===== config.mk =====
export PLATFORM = sky130hd
export DESIGN_NAME = ble_rx_pkt_ctrl
export DESIGN_NICKNAME = d
export VERILOG_FILES = /design/src/rtl/ble_rx_pkg.sv /design/src/rtl/ble_crc24.sv /design/src/rtl/ble_rx_pkt_ctrl.sv
export SDC_FILE = /design/constraint.sdc
export NUM_CORES = 1
export LEC_CHECK = 0
export ABC_AREA = 1
export BUFFER_PORTS_ARGS = -buffer_cell sky130_fd_sc_hd__buf_2
export CAP_MARGIN = 25
export CORE_MARGIN = 1.5
export CORE_UTILIZATION = 47
export DETAILED_ROUTE_END_ITERATION = 7
export GPL_ROUTABILITY_DRIVEN = 1
export MAX_ROUTING_LAYER = met4
export SYNTH_ARGS = -nofsm -noshare
export SYNTH_HDL_FRONTEND = slang
export SYNTH_HIERARCHICAL = 1
export SYNTH_SLANG_ARGS = --single-unit

===== constraint.sdc =====
create_clock -name clk -period 2.8 [get_ports clk]
set_clock_uncertainty 0.2 [all_clocks]
set_input_delay 0.56 -clock clk [delete_from_list [all_inputs] [get_ports clk]]
set_output_delay 0.56 -clock clk [all_outputs]
set_load 0.03 [all_outputs]

===== src/rtl/ble_rx_pkg.sv =====
// Shared definitions for the BLE receive packet controller:
// FSM encoding, CRC-24 constants and on-air field widths.
package ble_rx_pkg;

    typedef enum logic [2:0] {
        ST_IDLE    = 3'd0,
        ST_SEARCH  = 3'd1,
        ST_HEADER  = 3'd2,
        ST_PAYLOAD = 3'd3,
        ST_CRC     = 3'd4
    } state_t;

    localparam logic [23:0] CRC_POLY = 24'h00065B;
    localparam logic [23:0] CRC_INIT = 24'h555555;

    localparam int AA_W  = 32;
    localparam int HDR_W = 16;
    localparam int CRC_W = 24;

endpackage


===== src/rtl/ble_crc24.sv =====
// Serial BLE CRC-24 (LSB-first data, Galois form); crc[23] is the first bit sent on air.
module ble_crc24
    import ble_rx_pkg::*;
(
    input  logic             clk,
    input  logic             rst_n,
    input  logic             init,
    input  logic             en,
    input  logic             din,
    output logic [CRC_W-1:0] crc
);

    logic feedback;

    assign feedback = crc[CRC_W-1] ^ din;

    always_ff @(posedge clk or negedge rst_n) begin
        if (!rst_n) begin
            crc <= '0;
        end else if (init) begin
            crc <= CRC_INIT;
        end else if (en) begin
            crc <= {crc[CRC_W-2:0], 1'b0} ^ (feedback ? CRC_POLY : '0);
        end
    end

endmodule


===== src/rtl/ble_rx_pkt_ctrl.sv =====
// BLE receive packet sequencer: access-address search, header/payload byte assembly,
// CRC-24 check, inter-bit timeout. bit_valid is a one-cycle strobe with no back-pressure.
module ble_rx_pkt_ctrl
    import ble_rx_pkg::*;
#(
    parameter logic [AA_W-1:0] ACCESS_ADDR = 32'h8E89BED6,
    parameter int              MAX_LEN     = 37,
    parameter int              TIMEOUT     = 1023
) (
    input  logic       clk,
    input  logic       rst_n,
    input  logic       enable,
    input  logic       bit_valid,
    input  logic       bit_in,
    output logic       byte_valid,
    output logic [7:0] byte_data,
    output logic       pkt_start,
    output logic       pkt_done,
    output logic       crc_ok,
    output logic       pkt_abort,
    output logic [2:0] state
);

    localparam int         GAP_W     = $clog2(TIMEOUT + 1);
    localparam logic [7:0] MAX_LEN_B = 8'(MAX_LEN);
    localparam logic [4:0] HDR_LAST  = 5'(HDR_W - 1);
    localparam logic [4:0] CRC_LAST  = 5'(CRC_W - 1);

    state_t           state_q, state_d;
    logic             start_d, done_d, abort_d, bv_d;
    // Shift registers hold all but the incoming bit; the incoming bit completes the word.
    logic [AA_W-2:0]  aa_sr;
    logic [AA_W-1:0]  aa_nxt;
    logic [6:0]       byte_sr;
    logic [7:0]       byte_nxt;
    logic [CRC_W-2:0] crc_rx;
    logic [CRC_W-1:0] crc_rx_nxt;
    logic [CRC_W-1:0] crc_calc;
    logic [4:0]       bit_cnt;
    logic [7:0]       len_cnt;
    logic [GAP_W-1:0] gap_cnt;
    logic             in_pkt, timeout, take_bit, state_chg, hdr_last_bit, crc_en;

    assign in_pkt       = (state_q == ST_HEADER) || (state_q == ST_PAYLOAD) || (state_q == ST_CRC);
    assign timeout      = in_pkt && (gap_cnt == GAP_W'(TIMEOUT - 1));
    assign take_bit     = bit_valid && enable && !timeout;
    assign aa_nxt       = {bit_in, aa_sr};
    assign byte_nxt     = {bit_in, byte_sr};
    assign crc_rx_nxt   = {crc_rx, bit_in};
    assign state_chg    = (state_d != state_q);
    assign hdr_last_bit = (state_q == ST_HEADER) && take_bit && (bit_cnt == HDR_LAST);
    assign crc_en       = take_bit && ((state_q == ST_HEADER) || (state_q == ST_PAYLOAD));
    assign state        = state_q;

    ble_crc24 u_crc (
        .clk   (clk),
        .rst_n (rst_n),
        .init  (start_d),
        .en    (crc_en),
        .din   (bit_in),
        .crc   (crc_calc)
    );

    always_ff @(posedge clk or negedge rst_n) begin
        if (!rst_n) begin
            state_q <= ST_IDLE;
        end else begin
            state_q <= state_d;
        end
    end

    always_comb begin
        state_d = state_q;
        start_d = 1'b0;
        done_d  = 1'b0;
        abort_d = 1'b0;
        bv_d    = 1'b0;
        case (state_q)
            ST_IDLE: state_d = ST_SEARCH;
            ST_SEARCH: begin
                if (take_bit && (aa_nxt == ACCESS_ADDR)) begin
                    state_d = ST_HEADER;
                    start_d = 1'b1;
                end
            end
            ST_HEADER: begin
                if (timeout) begin
                    abort_d = 1'b1;
                    state_d = ST_SEARCH;
                end else if (take_bit) begin
                    bv_d = (bit_cnt[2:0] == 3'd7);
                    if (bit_cnt == HDR_LAST) begin
                        if (byte_nxt == 8'd0) begin
                            state_d = ST_CRC;
                        end else if (byte_nxt <= MAX_LEN_B) begin
                            state_d = ST_PAYLOAD;
                        end else begin
                            abort_d = 1'b1;
                            state_d = ST_SEARCH;
                        end
                    end
                end
            end
            ST_PAYLOAD: begin
                if (timeout) begin
                    abort_d = 1'b1;
                    state_d = ST_SEARCH;
                end else if (take_bit && (bit_cnt[2:0] == 3'd7)) begin
                    bv_d = 1'b1;
                    if (len_cnt == 8'd1) begin
                        state_d = ST_CRC;
                    end
                end
            end
            ST_CRC: begin
                if (timeout) begin
                    abort_d = 1'b1;
                    state_d = ST_SEARCH;
                end else if (take_bit && (bit_cnt == CRC_LAST)) begin
                    done_d  = 1'b1;
                    state_d = ST_SEARCH;
                end
            end
            default: state_d = ST_IDLE;
        endcase
        // Dropping enable wins over everything, including a timeout in the same cycle.
        if (!enable) begin
            state_d = ST_IDLE;
            start_d = 1'b0;
            done_d  = 1'b0;
            abort_d = 1'b0;
            bv_d    = 1'b0;
        end
    end

    always_ff @(posedge clk or negedge rst_n) begin
        if (!rst_n) begin
            byte_valid <= 1'b0;
            byte_data  <= '0;
            pkt_start  <= 1'b0;
            pkt_done   <= 1'b0;
            pkt_abort  <= 1'b0;
            crc_ok     <= 1'b0;
            aa_sr      <= '0;
            byte_sr    <= '0;
            crc_rx     <= '0;
            bit_cnt    <= '0;
            len_cnt    <= '0;
            gap_cnt    <= '0;
        end else begin
            byte_valid <= bv_d;
            pkt_start  <= start_d;
            pkt_done   <= done_d;
            pkt_abort  <= abort_d;
            if (bv_d) begin
                byte_data <= byte_nxt;
            end
            if (start_d) begin
                crc_ok <= 1'b0;
            end else if (done_d) begin
                crc_ok <= (crc_rx_nxt == crc_calc);
            end

            if (state_chg) begin
                bit_cnt <= '0;
                gap_cnt <= '0;
            end else begin
                if (take_bit && in_pkt) begin
                    bit_cnt <= (state_q == ST_PAYLOAD) ? {2'b00, bit_cnt[2:0] + 3'd1}
                                                       : bit_cnt + 5'd1;
                end
                gap_cnt <= (bit_valid || !in_pkt) ? '0 : gap_cnt + GAP_W'(1);
            end

            if ((state_d == ST_IDLE) || ((state_d == ST_SEARCH) && (state_q != ST_SEARCH))) begin
                aa_sr <= '0;
            end else if ((state_q == ST_SEARCH) && take_bit) begin
                aa_sr <= aa_nxt[AA_W-1:1];
            end

            if (state_d == ST_IDLE) begin
                byte_sr <= '0;
                crc_rx  <= '0;
                len_cnt <= '0;
            end else begin
                if (take_bit && in_pkt) begin
                    byte_sr <= byte_nxt[7:1];
                end
                // len_cnt latches the length byte, then counts remaining payload bytes.
                if (hdr_last_bit) begin
                    len_cnt <= byte_nxt;
                end else if ((state_q == ST_PAYLOAD) && bv_d) begin
                    len_cnt <= len_cnt - 8'd1;
                end
                if ((state_q == ST_CRC) && take_bit) begin
                    crc_rx <= crc_rx_nxt[CRC_W-2:0];
                end
            end
        end
    end

endmodule


==> run summary <==
The run finished with clean final reports. The tree built by TritonCTS fans out to 124 sinks. In this run the critical register-to-register path is launched from gap_cnt[0]. No sink is reached through more buffers than the 2 on the longest clock path.

For the number of buffers inserted to repair setup after CTS, the log shows 0. The worst setup path is launched from a flop. At the pin with the least slew margin, the transition time is 813 ps. The average instance in the mapped netlist occupies 8.89 sq um.

IR analysis of the VDD net gives a maximum drop of 0.000655 V. The run gives 420 ps as the insertion delay of the later-clocked pin in the worst-skew pair. The detail-routed net length per standard cell came out at 13.9 microns.

After the last flow step, the layout net total stands at 729. For the total routed wirelength, the log shows 12.5 mm. The clock period minus worst slack is 2430 ps. Clock-pin slew was measured on the worst setup and hold paths at 50 ps. Summed over all layers, the global routing overflow is 0. The run gives 0 as the count of maximum capacitance violations. The power share of the sequential group was 42.7%. The run gives 959 uW as the switching power total.

The most instantiated flip-flop cell in the synthesis netlist is sky130_fd_sc_hd__dfrtp_1. The number of cell rows is 41. The run gives 0 as the initial antenna violation count. For the reported leakage power, the log shows 3.43 nW. Synthesis produced a netlist whose cell count is 688. Core footprint: 12,700 sq um. The count of nets left with antenna violations once routing finished came out at 0. For this run, the top clock speed supported by timing is 412 MHz. In this run, the number of DRC markers left after iteration 0 of detailed routing was 209. Period utilization: 86.8%.

The maximum number of pins on one net before global-route repair was 125; the part of the power in combinational logic was 6.4%. The floorplan step defined a die boundary enclosing 13,700 sq um. For this run, the number of Yosys warnings is 6.

Setup repair after global routing left no endpoint under its margin. Summed over all nets, the half-perimeter wirelength after detailed placement is 8.57 mm. Die width: 117 microns. The worst setup path startpoint is gap_cnt[0]. In this run the tool buffered the top-level ports with 20 buffer cells. The fraction of the core area covered by cells at the end of the flow came out at 55.5%.

TritonCTS built the clock tree. 21 I/O pins were placed. In the final timing run, aggregate negative setup slack is 0 ps. TritonCTS created 17 clock buffers.

The switching share of total power was 22.0%. Once routing completed, OpenROAD measured the worst setup slack at 370 ps. The first detailed-routing pass took 4 iterations.

The buffer cell driving the clock tree root is sky130_fd_sc_hd__clkbuf_16. The internal power consumption was 3.40 mW. The post-synthesis async set-or-reset flop share was 100%. In the routed design, unresolved DRC markers number 0. After clock tree synthesis, the repair step resized 0 gates. Prior to clock tree synthesis, the placed netlist has a worst setup slack of 358 ps. The clock tree synthesis step divided the H-tree into 4 levels. The via count of the first global-routing pass was 4,504; the fraction of final layout cells sized beyond drive strength 1 was 14.6%. After detailed routing, the number of vias per cell comes to 5.11.

The combined area of all synthesized cells was 6120 sq um. The number of enable flip-flop cells after synthesis works out to 0. The sequential cell area fraction in the yosys report was 50.7%; the critical path data arrival time was 2560 ps. The worst setup path is of the reg -> reg kind. The number of synthesized register bits came out at 124. The initial utilization of the core area, before any placement, comes to 48.3%. Setup violations remaining at the end of the flow were counted as 0. The path class of the tightest hold or removal check is in -> async. Along the worst path, the maximum fanout reaches 14. In this run, distinct cell masters in the synthesized netlist total 42.

The repair_antennas step left the layout with diodes totalling 0. Relative to the synthesized area, the layout overhead comes to 15.1%. For the worst setup path, the data required time is 2930 ps. Post-cts hold buffer count: 0. The number of nets in the synthesized netlist is 700.

STA classifies the critical path endpoint as a flop. The via count of the routed design is 4,600. The clock power share is 50.9%, and the power density relative to cell area is 619 nW/um^2. The logs give 45.8% for the tightest slew margin relative to the limit and 21.0% for the total routing usage reported by global routing. The logs give 0 for the number of failing hold endpoints at the final stage and 21.3 mm for the wire length of the first global-routing pass.

At the end of routability-driven placement, the weighted congestion stood at 0.928. The height of the die was 117 microns; the number of slew-limit violations in the final report was 0.
==> power groups by stage <==
stage	registers, mW	clock network [mW]	logic [mW]
floorplan	1.88	0	0.183
global placement	1.88	0	0.266
detailed placement	1.89	0	0.277
CTS	1.86	2.27	0.283
global route	1.86	2.34	0.321
finish	1.86	2.22	0.278
==> sequential cells by signal (all words and copies together), names as in the netlist, 3 cells and up <==
register   count
byte_data      8
crc_rx        23
aa_sr         31
byte_sr        7
bit_cnt        5
u_crc/crc     24
len_cnt        8
state          3
gap_cnt       10
==> through the flow <==
stage | hold slack, ps | cells | power, mW | cell area, sq um
2_1_floorplan | 64.4 | 688 | 2.07 | 6120
3_3_place_gp | 268 | 870 | 2.15 | 6440
3_5_place_dp | 278 | 870 | 2.16 | 6440
4_1_cts | 71.1 | 900 | 4.41 | 7040
5_1_grt | 90.1 | 900 | 4.52 | 7040
6_report | 25.2 | 900 | 4.36 | 7040
==> cell type report <==
type                       instances  area, sq um
timing repair buffer              31          223
inverter                         103          392
clock buffer                      23          488
sequential                       124         3100
fill                            1125         5630
tap                              172          215
clock inverter                     7          113
multi-input combinational        440         2500
==> cell families (layout without fill, tap and decap cells) <==
logic type	after synthesis	in the layout	synth area share (%)
AND/OR/NAND/NOR	280	280	21.3
flip-flops	124	124	50.7
buffers and inverters	124	164	8.37
AO/OA/AOI/OAI	102	102	10.4
XOR/XNOR	29	29	4.15
multiplexers	22	22	3.62
adder cells (fa/ha/maj)	7	7	1.43
==> layout by cell type, fill, tap and decap left out, drive strengths merged, types with 5 or more instances in the layout <==
master  netlist  layout
a21oi        22      22
a22oi         8       8
buf          18      31
clkbuf        3      23
dfrtp       124     124
ha            7       7
inv         103     103
mux2i        21      21
nand2       114     114
nand3        44      44
nand3b        5       5
nand4        11      11
nor2         93      93
o21a          8       8
o21ai        19      19
o22ai        36      36
or2           5       5
xnor2        19      19
xor2         10      10
==> per-layer routing <==
layer | share of wire [%] | up-vias | GRT usage (%)
met1 | 46 | 2188 | 26.1
li1 | - | 2306 | -
met2 | 48 | 85 | 32.5
met3 | 4.3 | 21 | 6.13
met4 | 2.0 | 0 | 8.27
met5 | 0 | - | -
==> Yosys cell counts, drive strengths merged, types with 10 or more instances <==
cell | n | area, sq um
a21oi | 22 | 110
buf | 18 | 109
dfrtp | 124 | 3100
inv | 103 | 392
mux2i | 21 | 210
nand2 | 114 | 455
nand3 | 44 | 258
nand4 | 11 | 68.8
nor2 | 93 | 397
o21ai | 19 | 95.1
o22ai | 36 | 225
xnor2 | 19 | 166
xor2 | 10 | 87.6
==> critical path, stage by stage, from the launching register on <==
cell	delay [ps]
sky130_fd_sc_hd__dfrtp_1	410
sky130_fd_sc_hd__inv_1	90
sky130_fd_sc_hd__ha_1	140
sky130_fd_sc_hd__nand3_1	70
sky130_fd_sc_hd__nor2_1	170
sky130_fd_sc_hd__nand3_4	160
sky130_fd_sc_hd__nand2_4	130
sky130_fd_sc_hd__inv_6	60
sky130_fd_sc_hd__nand3_2	90
sky130_fd_sc_hd__inv_1	130
sky130_fd_sc_hd__nor2_4	330
sky130_fd_sc_hd__inv_2	160
sky130_fd_sc_hd__o22ai_1	190
==> path summary, 6_finish.rpt <==
kind	endpoint	slack, ps	depth (start not counted)
worst max-delay path	u_crc/crc[5]	370	12
worst min-delay path	crc_rx[18]	30	2
worst max register to register	u_crc/crc[5]	370	12
worst min register to register	byte_data[7]	280	1
max in group asynchronous	aa_sr[1]	1900	2
min in group clk	pkt_abort	260	3
No activity file was read; power rests on OpenSTA's default activity.
